### src/rtl/exec_unit_scheduler_if.sv
// Decode-to-scheduler handshake: one decoded instruction per cycle under valid/ready.
interface exec_unit_scheduler_if;
    logic        valid;
    logic        ready;
    logic [7:0]  execute_type;
    logic [16:0] rd_rs1_rs2;
    logic [31:0] imm;

    modport master (output valid, execute_type, rd_rs1_rs2, imm, input ready);
    modport slave  (input valid, execute_type, rd_rs1_rs2, imm, output ready);
endinterface

### src/rtl/exec_unit_scheduler.sv
// Single-entry issue buffer that dispatches decoded instructions to free AU/MUL/LSU
// slots, tracks slot occupancy until done, and keeps issue/stall counters.

module exec_unit_rr_pick #(
    parameter int N = 3
) (
    input  logic         clk,
    input  logic         rst,
    input  logic [N-1:0] busy,
    input  logic         advance,
    output logic         found,
    output logic [N-1:0] pick
);
    localparam int PW = (N > 1) ? $clog2(N) : 1;

    logic [PW-1:0] ptr;
    logic [PW-1:0] sel;

    // NOTE: every always_comb output gets a default first so no path can infer a latch.
    always_comb begin
        found = 1'b0;
        sel   = '0;
        for (int k = 0; k < N; k++) begin
            if (!found && !busy[PW'((int'(ptr) + k) % N)]) begin
                found = 1'b1;
                sel   = PW'((int'(ptr) + k) % N);
            end
        end
    end

    always_comb begin
        pick      = '0;
        pick[sel] = found;
    end

    // NOTE: sequential state uses non-blocking assignments so all flops update together.
    always_ff @(posedge clk) begin
        if (rst)          ptr <= '0;
        else if (advance) ptr <= PW'((int'(sel) + 1) % N);
    end
endmodule

module exec_unit_scheduler #(
    parameter int N_AU  = 3,
    parameter int N_MUL = 3,
    parameter int CNT_W = 16
) (
    input  logic                 clk,
    input  logic                 rst,
    exec_unit_scheduler_if.slave dec,
    input  logic                 flush,
    input  logic [N_AU-1:0]      au_done,
    input  logic [N_MUL-1:0]     mul_done,
    input  logic                 lsu_done,
    output logic [N_AU-1:0]      au_issue,
    output logic [N_MUL-1:0]     mul_issue,
    output logic                 lsu_issue,
    output logic [4:0]           iss_op,
    output logic [16:0]          iss_rd_rs1_rs2,
    output logic [31:0]          iss_imm,
    output logic [N_AU-1:0]      au_free,
    output logic [N_MUL-1:0]     mul_free,
    output logic                 lsu_free,
    output logic                 err_bad_type,
    output logic                 err_spurious_done,
    output logic [CNT_W-1:0]     issue_cnt,
    output logic [CNT_W-1:0]     stall_cnt
);
    typedef enum logic [1:0] {CLS_AU, CLS_MUL, CLS_LSU, CLS_BAD} cls_e;

    logic              hold_valid;
    logic [7:0]        hold_type;
    logic [16:0]       hold_tags;
    logic [31:0]       hold_imm;
    cls_e              hold_cls;

    logic [N_AU-1:0]   au_busy, au_pick;
    logic [N_MUL-1:0]  mul_busy, mul_pick;
    logic              lsu_busy;
    logic              au_found, mul_found;
    logic              can_go, au_go, mul_go, lsu_go, issue_now, bad_drop, accept;
    logic              just_reset, spurious;

    always_comb begin
        hold_cls = CLS_BAD;
        case (hold_type[7:5])
            3'b100:  hold_cls = CLS_AU;
            3'b010:  hold_cls = CLS_MUL;
            3'b001:  hold_cls = CLS_LSU;
            default: hold_cls = CLS_BAD;
        endcase
    end

    exec_unit_rr_pick #(.N(N_AU)) u_au_rr (
        .clk(clk), .rst(rst), .busy(au_busy), .advance(au_go),
        .found(au_found), .pick(au_pick)
    );

    exec_unit_rr_pick #(.N(N_MUL)) u_mul_rr (
        .clk(clk), .rst(rst), .busy(mul_busy), .advance(mul_go),
        .found(mul_found), .pick(mul_pick)
    );

    // Freedom is judged on registered busy: a slot completing this cycle is reusable next cycle.
    assign can_go    = hold_valid & ~flush;
    assign au_go     = can_go & (hold_cls == CLS_AU) & au_found;
    assign mul_go    = can_go & (hold_cls == CLS_MUL) & mul_found;
    assign lsu_go    = can_go & (hold_cls == CLS_LSU) & ~lsu_busy;
    assign issue_now = au_go | mul_go | lsu_go;
    assign bad_drop  = can_go & (hold_cls == CLS_BAD);

    assign dec.ready = ~flush & (~hold_valid | issue_now | bad_drop);
    assign accept    = dec.valid & dec.ready;

    // Done pulses in the first cycle after reset refer to forgotten work and are ignored.
    assign spurious = ~just_reset & ((|(au_done & ~au_busy)) | (|(mul_done & ~mul_busy)) |
                                     (lsu_done & ~lsu_busy));

    // NOTE: payload registers are qualified by hold_valid, so they need no reset.
    always_ff @(posedge clk) begin
        if (accept) begin
            hold_type <= dec.execute_type;
            hold_tags <= dec.rd_rs1_rs2;
            hold_imm  <= dec.imm;
        end
    end

    always_ff @(posedge clk) begin
        if (rst) begin
            hold_valid        <= 1'b0;
            au_busy           <= '0;
            mul_busy          <= '0;
            lsu_busy          <= 1'b0;
            au_issue          <= '0;
            mul_issue         <= '0;
            lsu_issue         <= 1'b0;
            iss_op            <= '0;
            iss_rd_rs1_rs2    <= '0;
            iss_imm           <= '0;
            err_bad_type      <= 1'b0;
            err_spurious_done <= 1'b0;
            issue_cnt         <= '0;
            stall_cnt         <= '0;
            just_reset        <= 1'b1;
        end else begin
            just_reset <= 1'b0;

            if (flush)                     hold_valid <= 1'b0;
            else if (accept)               hold_valid <= 1'b1;
            else if (issue_now | bad_drop) hold_valid <= 1'b0;

            au_busy  <= (au_busy & ~(au_done & {N_AU{~just_reset}})) | (au_go ? au_pick : '0);
            mul_busy <= (mul_busy & ~(mul_done & {N_MUL{~just_reset}})) | (mul_go ? mul_pick : '0);
            lsu_busy <= (lsu_busy & ~(lsu_done & ~just_reset)) | lsu_go;

            au_issue  <= au_go ? au_pick : '0;
            mul_issue <= mul_go ? mul_pick : '0;
            lsu_issue <= lsu_go;
            if (issue_now) begin
                iss_op         <= hold_type[4:0];
                iss_rd_rs1_rs2 <= hold_tags;
                iss_imm        <= hold_imm;
            end

            err_bad_type      <= bad_drop;
            err_spurious_done <= err_spurious_done | spurious;

            issue_cnt <= issue_cnt + CNT_W'(issue_now);
            stall_cnt <= stall_cnt + CNT_W'(can_go & ~issue_now & (hold_cls != CLS_BAD));
        end
    end

    assign au_free  = ~au_busy;
    assign mul_free = ~mul_busy;
    assign lsu_free = ~lsu_busy;
endmodule

### src/flat_wrapper.sv
// flat-port wrapper written by rule: the top's interface ports become plain ports
module exec_unit_scheduler_flat 
#(
    parameter int N_AU  = 3,
    parameter int N_MUL = 3,
    parameter int CNT_W = 16
)
  (clk, rst, flush, au_done, mul_done, lsu_done, au_issue, mul_issue, lsu_issue, iss_op, iss_rd_rs1_rs2, iss_imm, au_free, mul_free, lsu_free, err_bad_type, err_spurious_done, issue_cnt, stall_cnt, dec_valid, dec_execute_type, dec_rd_rs1_rs2, dec_imm, dec_ready);
  exec_unit_scheduler_if dec_i ();
  input  logic clk;
  input  logic rst;
  input  logic flush;
  input  logic [N_AU-1:0] au_done;
  input  logic [N_MUL-1:0] mul_done;
  input  logic lsu_done;
  output logic [N_AU-1:0] au_issue;
  output logic [N_MUL-1:0] mul_issue;
  output logic lsu_issue;
  output logic [4:0] iss_op;
  output logic [16:0] iss_rd_rs1_rs2;
  output logic [31:0] iss_imm;
  output logic [N_AU-1:0] au_free;
  output logic [N_MUL-1:0] mul_free;
  output logic lsu_free;
  output logic err_bad_type;
  output logic err_spurious_done;
  output logic [CNT_W-1:0] issue_cnt;
  output logic [CNT_W-1:0] stall_cnt;
  input wire logic [$bits(dec_i.valid)-1:0] dec_valid;
  input wire logic [$bits(dec_i.execute_type)-1:0] dec_execute_type;
  input wire logic [$bits(dec_i.rd_rs1_rs2)-1:0] dec_rd_rs1_rs2;
  input wire logic [$bits(dec_i.imm)-1:0] dec_imm;
  output wire logic [$bits(dec_i.ready)-1:0] dec_ready;
  assign dec_i.valid = dec_valid;
  assign dec_i.execute_type = dec_execute_type;
  assign dec_i.rd_rs1_rs2 = dec_rd_rs1_rs2;
  assign dec_i.imm = dec_imm;
  assign dec_ready = dec_i.ready;
  exec_unit_scheduler #(.N_AU(N_AU), .N_MUL(N_MUL), .CNT_W(CNT_W)) u_core (.clk(clk), .rst(rst), .dec(dec_i), .flush(flush), .au_done(au_done), .mul_done(mul_done), .lsu_done(lsu_done), .au_issue(au_issue), .mul_issue(mul_issue), .lsu_issue(lsu_issue), .iss_op(iss_op), .iss_rd_rs1_rs2(iss_rd_rs1_rs2), .iss_imm(iss_imm), .au_free(au_free), .mul_free(mul_free), .lsu_free(lsu_free), .err_bad_type(err_bad_type), .err_spurious_done(err_spurious_done), .issue_cnt(issue_cnt), .stall_cnt(stall_cnt));
endmodule
### config.mk
export PLATFORM = sky130hd
export DESIGN_NAME = exec_unit_scheduler_flat
export DESIGN_NICKNAME = d
export VERILOG_FILES = /design/src/rtl/exec_unit_scheduler_if.sv /design/src/rtl/exec_unit_scheduler.sv /design/src/flat_wrapper.sv
export SDC_FILE = /design/constraint.sdc
export NUM_CORES = 1
export LEC_CHECK = 0
export BUFFER_PORTS_ARGS = -buffer_cell sky130_fd_sc_hd__buf_2
export CAP_MARGIN = 5
export CORE_MARGIN = 2
export CORE_UTILIZATION = 50
export CTS_CLUSTER_DIAMETER = 120
export DETAILED_ROUTE_END_ITERATION = 12
export GPL_ROUTABILITY_DRIVEN = 0
export GPL_TIMING_DRIVEN = 0
export PLACE_DENSITY = 0.77
export RECOVER_POWER = 25
export SLEW_MARGIN = 20
export SYNTH_ARGS = -nofsm -noshare
export SYNTH_HDL_FRONTEND = slang
export SYNTH_SLANG_ARGS = --single-unit
### constraint.sdc
create_clock -name clk -period 8.7 [get_ports clk]
set_clock_uncertainty 0.05 [all_clocks]
set_input_delay 1.74 -clock clk [delete_from_list [all_inputs] [get_ports clk]]
set_output_delay 1.74 -clock clk [all_outputs]
set_load 0.01 [all_outputs]
==> flow_summary.json, run 1 <==
{
  "outcome": "completed",
  "maxCapViolations": 0,
  "layout-drive-gt1-share_pct": 24.9,
  "grt_first_pass_wirelength_um": 24100,
  "reg2reg_from": "u_core.u_au_rr.ptr[0]",
  "netlist-cell-type-count": 46,
  "synth_seq_cells": 165,
  "endpoint": "dec_ready",
  "cts.sinks": 165,
  "power_mw": 1.61,
  "maxSlewViolCount": 0,
  "grt.overflow.total": 0,
  "p_comb_share_pct": 4.4,
  "cp_max_fo": 8,
  "postPlaceCellArea_um2": 8010,
  "hold_viol_final": 0,
  "synth_area_leaders": "dfxtp_1 (31%), edfxtp_1 (25%), nand2b_1 (10%)",
  "synth_edf_count": 57,
  "syn-num-nets": 695,
  "p_sw_mw": 0.362,
  "fp.dieH_um": 121,
  "powerDensity_nw_per_um2": 189,
  "synth_top_area_share_pct": 31.4,
  "reg2reg_depth": 15,
  "crit_type": "in -> out",
  "slew-limit-headroom_pct": 25.7,
  "switching_share_pct": 22.4,
  "hpwl_um": 11300,
  "worst_slew_pin_slew_ns": 1.11,
  "grt_max_degree": 17,
  "die-area_um2": 14700,
  "fin_crit_sh_pct": 60.5,
  "syn_area_um2": 6880,
  "cts_made_buffers": 17,
  "clk_pin_slew_ns": 0.07,
  "cts_root_buf": "clkbuf_16",
  "grt_pass1_vias": 5009,
  "syn-mean-instance-area_um2": 11.3,
  "postCtsSetupBuffers": 0,
  "p_int_mw": 1.25,
  "worstSetupStartpointType": "input port",
  "crit_path_end_kind": "output port",
  "avgViaCountPerCell": 5.05,
  "cp_data_required_time_ns": 6.91,
  "cts_resized": 0,
  "detail-route-antenna-nets": 0,
  "fmax_ghz": 0.190,
  "antenna_found_initial": 2,
  "drcViolationCount": 0,
  "syn2layout_area_growth_pct": 24.0,
  "clock_latency_ns": 0.42,
  "seq_area_frac_synth_pct": 56.3,
  "crit_buf_inv": 2,
  "dp_slack_ns": 3.68,
  "cpMostUsedCell": "buf_2",
  "postCtsHoldBufs": 0,
  "min_period_ns": 5.27,
  "holdWs_ns": 0.427,
  "vias": 5001,
  "hp-class": "reg -> reg",
  "cts_buffer_depth": 2,
  "cp_top_family": "compound AO/OA/AOI/OAI gates",
  "path_cells": "buf_2, nand2b_1, a311oi_1, or4_4, nor2b_1, buf_2",
  "antenna_cells": 0,
  "slowest_delay_ns": 0.85,
  "postRouteWirelength_um": 15100,
  "finalWorstSetupSlack_ns": 3.43,
  "fin_area_um2": 8530,
  "wire_per_inst_um": 15.2,
  "fp-row-count": 42,
  "setup_violations": 0,
  "ys.warnings.count": 0,
  "pwr-share-seq_pct": 51.0,
  "leakage_nw": 3.78,
  "power_frac_clock_pct": 44.7,
  "tritoncts": "built",
  "crit_start": "flush",
  "dr.pass1.iters": 5,
  "coreArea_um2": 13300,
  "nNetsFinal": 890,
  "worstPathArrival_ns": 3.48,
  "r2r_end": "u_core.issue_cnt[15]",
  "rsz0062_at_grt": "false",
  "global_route.usage.total_pct": 21.2,
  "slowest_stage": "a311oi_1",
  "r2r_setup_slack_ns": 4.50,
  "portBuffers": 170,
  "fp.dieW_um": 121,
  "synth_ff_type": "dfxtp_1",
  "irDropWorstVdd_uv": 223,
  "postSynth.asyncResetShare_pct": 0,
  "netlist_instances": 607,
  "start_util_pct": 51.5,
  "synth_largest_area_cell": "dfxtp_1",
  "ios": 171,
  "h-tree-depth": 4,
  "utilization_pct": 63.9,
  "cp_num_cells": 6,
  "drt_iter0_drc": 326,
  "fill_cells": 1081
}
[worst reg2reg max path: cells and delay by family, from the launching register on]
family          cells  cell delay [ns]
compound gates      2             1.04
xor+xnor            1             0.16
fa+ha+maj           2             0.57
buf+inv             4             0.53
flops               1             0.38
mux                 1             0.29
simple gates        5             1.03
[power groups by stage]
stage                     registers (mW)  logic [mW]  clock network [mW]
after global routing               0.823      0.0778               0.766
final                              0.822      0.0703               0.720
after CTS                          0.822      0.0719               0.733
after floorplan                    0.841      0.0356                   0
after detailed placement           0.839      0.0716                   0
after global placement             0.841      0.0657                   0
[worst min-delay path by stage]
stage                                        start                       end  slack (ns)  cells after the start
after floorplan                    u_core.lsu_busy           u_core.lsu_busy        0.41                      2
final                           u_core.iss_imm[18]        u_core.iss_imm[18]        0.43                      2
after CTS                       u_core.iss_imm[18]        u_core.iss_imm[18]        0.43                      2
after global placement    u_core.err_spurious_done  u_core.err_spurious_done        0.40                      2
after global routing              u_core.iss_op[3]          u_core.iss_op[3]        0.45                      2
after detailed placement        u_core.iss_imm[18]        u_core.iss_imm[18]        0.41                      2
[registers in the layout, indices dropped and copies added, names as in the netlist, 3 cells and up]
name                   count
u_core.iss_imm            32
u_core.iss_op              5
u_core.au_issue            3
u_core.mul_issue           3
u_core.mul_busy            3
u_core.au_busy             3
u_core.iss_rd_rs1_rs2     17
u_core.issue_cnt          16
u_core.hold_type           8
u_core.hold_imm           32
u_core.hold_tags          17
u_core.stall_cnt          16
[cell type report]
type / count / area, µm² / share of cell area [%]
Tap cell: 176 / 220 / 2.58
Inverter: 23 / 86.3 / 1.01
Clock inverter: 15 / 141 / 1.66
Timing Repair Buffer: 176 / 876 / 10.3
Buffer: 23 / 125 / 1.47
Sequential cell: 165 / 3870 / 45.4
Clock buffer: 17 / 425 / 4.99
Multi-Input combinational cell: 396 / 2780 / 32.6
[through the flow]
step / std cells / TNS (ns)
after floorplan: 607 / 0
after global placement: 953 / -41.72
after detailed placement: 959 / 0
after CTS: 991 / 0
after global routing: 991 / 0
final: 991 / 0
[Yosys cell counts, drive strengths merged, types with 2 or more instances]
library cell  instances
a22oi                 3
nor3b                 2
inv                  23
nand2                24
and4                  2
dfxtp               108
mux2i                66
and2                  9
and3                  5
xnor2                12
nor3                  6
xor2                 12
a22o                  3
nand4                 6
o21ai                23
ha                   20
o22ai                 3
edfxtp               57
or3                   6
nor2b                 9
nor2                 36
a21oi                13
nand3                10
clkbuf               14
nand2b              113
buf                   9
[logic make-up after synthesis]
kind of cell,Yosys count,share of synthesized area [%]
AO/OA/AOI/OAI,52,5.07
adder cells (fa/ha/maj),20,3.64
flip-flops,165,56.3
multiplexers,67,9.82
XOR/XNOR,24,3.06
buffers and inverters,46,3.07
AND/OR/NAND/NOR,233,19.0
[placed cells by master (no fill, tap or decap), types with 22 or more instances in the layout]
master	count
mux2i_1	65
nand2b_1	113
nor2_1	36
clkbuf_1	36
edfxtp_1	57
dfxtp_1	108
o21ai_0	22
nand2_1	24
buf_2	149
inv_1	22
[layer usage]
layer,routed length [µm],vias to the layer above,track usage [%]
met1,6230,2347,25.0
met2,7400,180,35.4
met4,203,4,7.40
met5,25,-,0
met3,1250,19,8.27
li1,-,2451,-
Note: power is estimated with default switching activity, not from simulation.
==> run 2, diff against run 1 <==
--- a/config.mk
+++ b/config.mk
@@ -8,7 +8,7 @@
 export BUFFER_PORTS_ARGS = -buffer_cell sky130_fd_sc_hd__buf_2
 export CAP_MARGIN = 5
 export CORE_MARGIN = 2
-export CORE_UTILIZATION = 50
+export CORE_UTILIZATION = 48
 export CTS_CLUSTER_DIAMETER = 120
 export DETAILED_ROUTE_END_ITERATION = 12
 export GPL_ROUTABILITY_DRIVEN = 0
==> constraint.sdc (replaced) <==
create_clock -name clk -period 4.7 [get_ports clk]
set_clock_uncertainty 0.05 [all_clocks]
set_input_delay 0.94 -clock clk [delete_from_list [all_inputs] [get_ports clk]]
set_output_delay 0.94 -clock clk [all_outputs]
set_load 0.01 [all_outputs]
==> flow_summary.json, run 2 (same netlist as run 1, synthesis figures left out) <==
{
  "min_path_cells": 2,
  "path_cells": "inv_1, ha_1, nand2_1, o22ai_1, a31oi_2, or4_4, nor2b_1, buf_2",
  "global_route.usage.total_pct": 19.7,
  "fp-row-count": 43,
  "r2r_end": "u_core.issue_cnt[14]",
  "grt_first_pass_wirelength_um": 23100,
  "utilization_pct": 61.3,
  "h-tree-depth": 4,
  "fp.dieH_um": 124,
  "tritoncts": "built",
  "start_util_pct": 49.4,
  "leakage_nw": 3.73,
  "grt.overflow.total": 0,
  "cts.sinks": 165,
  "vias": 4933,
  "slew-limit-headroom_pct": 57.5,
  "grt_pass1_vias": 4876,
  "slowest_delay_ns": 0.56,
  "nNetsFinal": 888,
  "die-area_um2": 15300,
  "holdWs_ns": 0.424,
  "finalWorstSetupSlack_ns": 0.813,
  "grt_max_degree": 18,
  "postCtsHoldBufs": 0,
  "cts_root_buf": "clkbuf_16",
  "layout-drive-gt1-share_pct": 23.9,
  "worst_slew_pin_slew_ns": 0.638,
  "fmax_ghz": 0.257,
  "coreArea_um2": 13900,
  "rsz0062_at_grt": "false",
  "crit_path_end_kind": "output port",
  "wire_per_inst_um": 14.7,
  "layout_commonest_cell": "buf_2",
  "reg2reg_depth": 16,
  "ios": 171,
  "fin_crit_sh_pct": 82.7,
  "worstPathArrival_ns": 2.90,
  "hpwl_um": 10900,
  "worstSetupStartpointType": "flop",
  "reg2reg_from": "u_core.u_au_rr.ptr[0]",
  "hp-class": "reg -> reg",
  "fin_area_um2": 8540,
  "maxSlewViolCount": 0,
  "min_to": "u_core.iss_imm[13]",
  "postRouteWirelength_um": 14600,
  "crit_type": "reg -> out",
  "hold_viol_final": 0,
  "tns_ns": 0,
  "irDropWorstVdd_uv": 233,
  "cts_made_buffers": 17,
  "detail-route-antenna-nets": 0,
  "hold_start": "u_core.iss_imm[13]",
  "powerDensity_nw_per_um2": 343,
  "min_period_ns": 3.89,
  "portBuffers": 170,
  "top_regs": "u_core.hold_imm (32), u_core.iss_imm (32)",
  "maxCapViolations": 0,
  "cp_max_fo": 8,
  "clock_latency_ns": 0.42,
  "cts_resized": 0,
  "cp_data_required_time_ns": 3.71,
  "drcViolationCount": 0,
  "avgViaCountPerCell": 4.97,
  "dr.pass1.iters": 4,
  "drt_iter0_drc": 238,
  "clk_pin_slew_ns": 0.06,
  "fp.dieW_um": 124,
  "antenna_cells": 0,
  "postPlaceCellArea_um2": 8030,
  "final_cell_mix": "buf_2 (145), nand2b_1 (113), dfxtp_1 (108)",
  "cts_buffer_depth": 2,
  "dp_slack_ns": 0.900,
  "outcome": "completed",
  "antenna_found_initial": 0,
  "postCtsSetupBuffers": 0,
  "fill_cells": 1147,
  "syn2layout_area_growth_pct": 24.1,
  "regArea_um2": 3870,
  "r2r_setup_slack_ns": 0.91,
  "setup_violations": 0,
  "slowest_stage": "or4_4",
  "multi_input_area_um2": 2810
}
run 2: cell count changes in the layout (fill, tap and decap cells not counted), sizes merged:
cell / before / now
clkinvlp: 1 / 6
clkinv: 4 / 5
inv: 32 / 24
clkbuf: 53 / 59
buf: 163 / 157
run 2: worst max path at each step:
stage,from,end,slack [ns]
2_1_floorplan,u_core.u_au_rr.ptr[0],u_core.hold_imm[0],0.14
3_3_place_gp,flush,u_core.hold_imm[20],-1.18
3_5_place_dp,flush,u_core.issue_cnt[14],0.90
4_1_cts,u_core.u_mul_rr.ptr[0],dec_ready,0.83
5_1_grt,u_core.u_au_rr.ptr[0],u_core.issue_cnt[14],0.60
6_report,u_core.u_mul_rr.ptr[0],dec_ready,0.81
run 2: worst max-delay path, delay by kind of cell (launching register included):
family	cells	cell delay, ns
AO/OA/AOI/OAI	2	0.70
adder cells (fa/ha/maj)	1	0.39
buffers and inverters	2	0.22
flip-flops	1	0.38
AND/OR/NAND/NOR	3	0.79
run 2: power breakdown:
part / switching, mW / internal [mW]
combinational: 0.0686 / 0.0636
clock: 0.551 / 0.723
sequential: 0.0116 / 1.51
run 2: through the flow:
stage / power [mW] / instances
2_1_floorplan: 1.62 / 607
3_3_place_gp: 1.68 / 957
3_5_place_dp: 1.69 / 961
4_1_cts: 2.96 / 993
5_1_grt: 3.04 / 993
6_report: 2.93 / 993
run 2: area by class of cell:
type	count	share of cell area, %
inverter	23	1.01
buffer	23	1.47
multi-input combinational	396	32.9
clock inverter	13	1.27
clock buffer	19	5.07
tap	180	2.64
timing repair buffer	174	10.3
sequential	165	45.4
run 2: routing by layer:
layer	vias to the layer above	wire (µm)	global-route usage, %
met1	2323	6340	23.6
li1	2441	-	-
met4	0	198	7.95
met3	16	1140	7.37
met5	-	0	0
met2	153	6930	32.1
==> run 3, diff against run 2 <==
--- a/config.mk
+++ b/config.mk
@@ -8,7 +8,7 @@
 export BUFFER_PORTS_ARGS = -buffer_cell sky130_fd_sc_hd__buf_2
 export CAP_MARGIN = 5
 export CORE_MARGIN = 2
-export CORE_UTILIZATION = 48
+export CORE_UTILIZATION = 50
 export CTS_CLUSTER_DIAMETER = 120
 export DETAILED_ROUTE_END_ITERATION = 12
 export GPL_ROUTABILITY_DRIVEN = 0
==> constraint.sdc (replaced) <==
create_clock -name clk -period 3.8 [get_ports clk]
set_clock_uncertainty 0.05 [all_clocks]
set_input_delay 0.76 -clock clk [delete_from_list [all_inputs] [get_ports clk]]
set_output_delay 0.76 -clock clk [all_outputs]
set_load 0.01 [all_outputs]
==> flow_summary.json, run 3 (same netlist as run 1, synthesis figures left out) <==
{
  "dp_slack_ns": 0.100,
  "antenna_cells": 0,
  "finalWorstSetupSlack_ns": 0.276,
  "wire_per_inst_um": 14.5,
  "tritoncts": "built",
  "nNetsFinal": 889,
  "min_period_ns": 3.52,
  "layout_commonest_cell": "buf_2",
  "syn2layout_area_growth_pct": 25.6,
  "clock_latency_ns": 0.42,
  "outcome": "completed",
  "antenna_found_initial": 0,
  "drt_iter0_drc": 216,
  "coreArea_um2": 13300,
  "maxCapViolations": 0,
  "fp.dieH_um": 121,
  "pwr-share-seq_pct": 48.4,
  "worstSetupStartpointType": "flop",
  "power_frac_clock_pct": 47.5,
  "detail-route-antenna-nets": 0,
  "irDropWorstVdd_uv": 343,
  "tns_ns": 0,
  "worstPathArrival_ns": 2.71,
  "fill_cells": 1040,
  "holdWs_ns": 0.425,
  "grt_first_pass_wirelength_um": 22900,
  "p_comb_share_pct": 4.1,
  "fmax_ghz": 0.284,
  "layout-drive-gt1-share_pct": 24.6,
  "slowest_delay_ns": 0.54,
  "maxSlewViolCount": 0,
  "dr.pass1.iters": 4,
  "cts_made_buffers": 17,
  "cp_data_required_time_ns": 2.99,
  "postPlaceCellArea_um2": 8000,
  "p_sw_mw": 0.825,
  "portBuffers": 170,
  "slew-limit-headroom_pct": 52.2,
  "worst_slew_pin_slew_ns": 0.716,
  "fin_crit_sh_pct": 92.7,
  "leakage_nw": 3.80,
  "cts.sinks": 165,
  "final_cell_mix": "buf_2 (145), nand2b_1 (113), dfxtp_1 (108)",
  "rsz0062_at_grt": "false",
  "powerDensity_nw_per_um2": 450,
  "path_cells": "inv_1, ha_1, nand2_1, o22ai_2, a31oi_4, or4_4, nor2b_1, buf_2",
  "crit_path_end_kind": "output port",
  "switching_share_pct": 21.2,
  "die-area_um2": 14700,
  "grt_max_degree": 18,
  "fp-row-count": 42,
  "cts_buffer_depth": 2,
  "hp-class": "reg -> reg",
  "start_util_pct": 51.5,
  "drcViolationCount": 0,
  "clk_pin_slew_ns": 0.07,
  "slowest_stage": "or4_4",
  "grt_pass1_vias": 4836,
  "post-place-cells": 956,
  "fin_area_um2": 8640,
  "global_route.usage.total_pct": 20.0,
  "cp_max_fo": 8,
  "postRouteWirelength_um": 14400,
  "h-tree-depth": 4,
  "hold_viol_final": 0,
  "utilization_pct": 64.7,
  "cts_root_buf": "clkbuf_16",
  "fp.dieW_um": 121,
  "p_int_mw": 3.06,
  "crit_type": "reg -> out",
  "grt.overflow.total": 0,
  "vias": 4930,
  "avgViaCountPerCell": 4.98,
  "power_mw": 3.89,
  "top_regs": "u_core.hold_imm (32), u_core.iss_imm (32)",
  "ios": 171,
  "hpwl_um": 10800,
  "setup_violations": 0,
  "stdcell_count": 990
}
[run 3: changes by cell type in the layout (fill, tap and decap cells not counted), moves of 2 or more]
| cell | before | now |
|---|---|---|
| inv_6 | 1 | 5 |
| clkinvlp_4 | 6 | 1 |
| bufinv_16 | 1 | 4 |
| inv_8 | 0 | 2 |
| clkinv_1 | 3 | 0 |
| buf_4 | 0 | 2 |
[run 3: power by group through the flow]
stage	Combinational [mW]	Clock, mW	Sequential [mW]
global route	0.176	1.96	1.88
CTS	0.163	1.88	1.88
floorplan	0.0825	0	1.92
finish	0.160	1.85	1.88
detailed placement	0.162	0	1.92
global placement	0.152	0	1.92
[run 3: worst max-delay path, delay by kind of cell, from the launching register on]
| family | cells | cell delay, ns |
|---|---|---|
| AO/OA/AOI/OAI | 2 | 0.46 |
| buffers and inverters | 2 | 0.22 |
| adder cells (fa/ha/maj) | 1 | 0.43 |
| flip-flops | 1 | 0.38 |
| AND/OR/NAND/NOR | 3 | 0.79 |
[run 3: what timing repair did]
| item | 4_1_cts | 5_1_grt |
|---|---|---|
| hold buffers | 0 | 0 |
| resized for setup | 0 | 2 |
| setup endpoints to repair | 0 | 28 |
| buffers inserted | 0 | 2 |
[run 3: per-layer routing]
metal / vias to the layer above / wire (µm) / track usage [%]
li1: 2446 / - / -
met2: 157 / 7130 / 34.0
met3: 25 / 987 / 6.30
met1: 2302 / 5910 / 23.3
met4: 0 / 321 / 8.84
met5: - / 0 / 0
[run 3: layout make-up]
class | count | area, µm² | area share [%]
Clock inverter | 14 | 211 | 2.45
Inverter | 23 | 86.3 | 0.999
Buffer | 23 | 125 | 1.45
Tap cell | 176 | 220 | 2.55
Sequential cell | 165 | 3870 | 44.8
Clock buffer | 18 | 429 | 4.97
Multi-Input combinational cell | 396 | 2820 | 32.7
Timing Repair Buffer | 175 | 871 | 10.1
[run 3: worst paths after layout]
check | slack [ns] | cells after the start | end | from
setup reg to reg | 0.35 | 13 | u_core.stall_cnt[13] | u_core.u_au_rr.ptr[0]
setup / recovery | 0.28 | 8 | dec_ready | u_core.u_mul_rr.ptr[0]
hold reg to reg | 0.43 | 2 | u_core.iss_imm[1] | u_core.iss_imm[1]
hold / removal | 0.43 | 2 | u_core.iss_imm[1] | u_core.iss_imm[1]
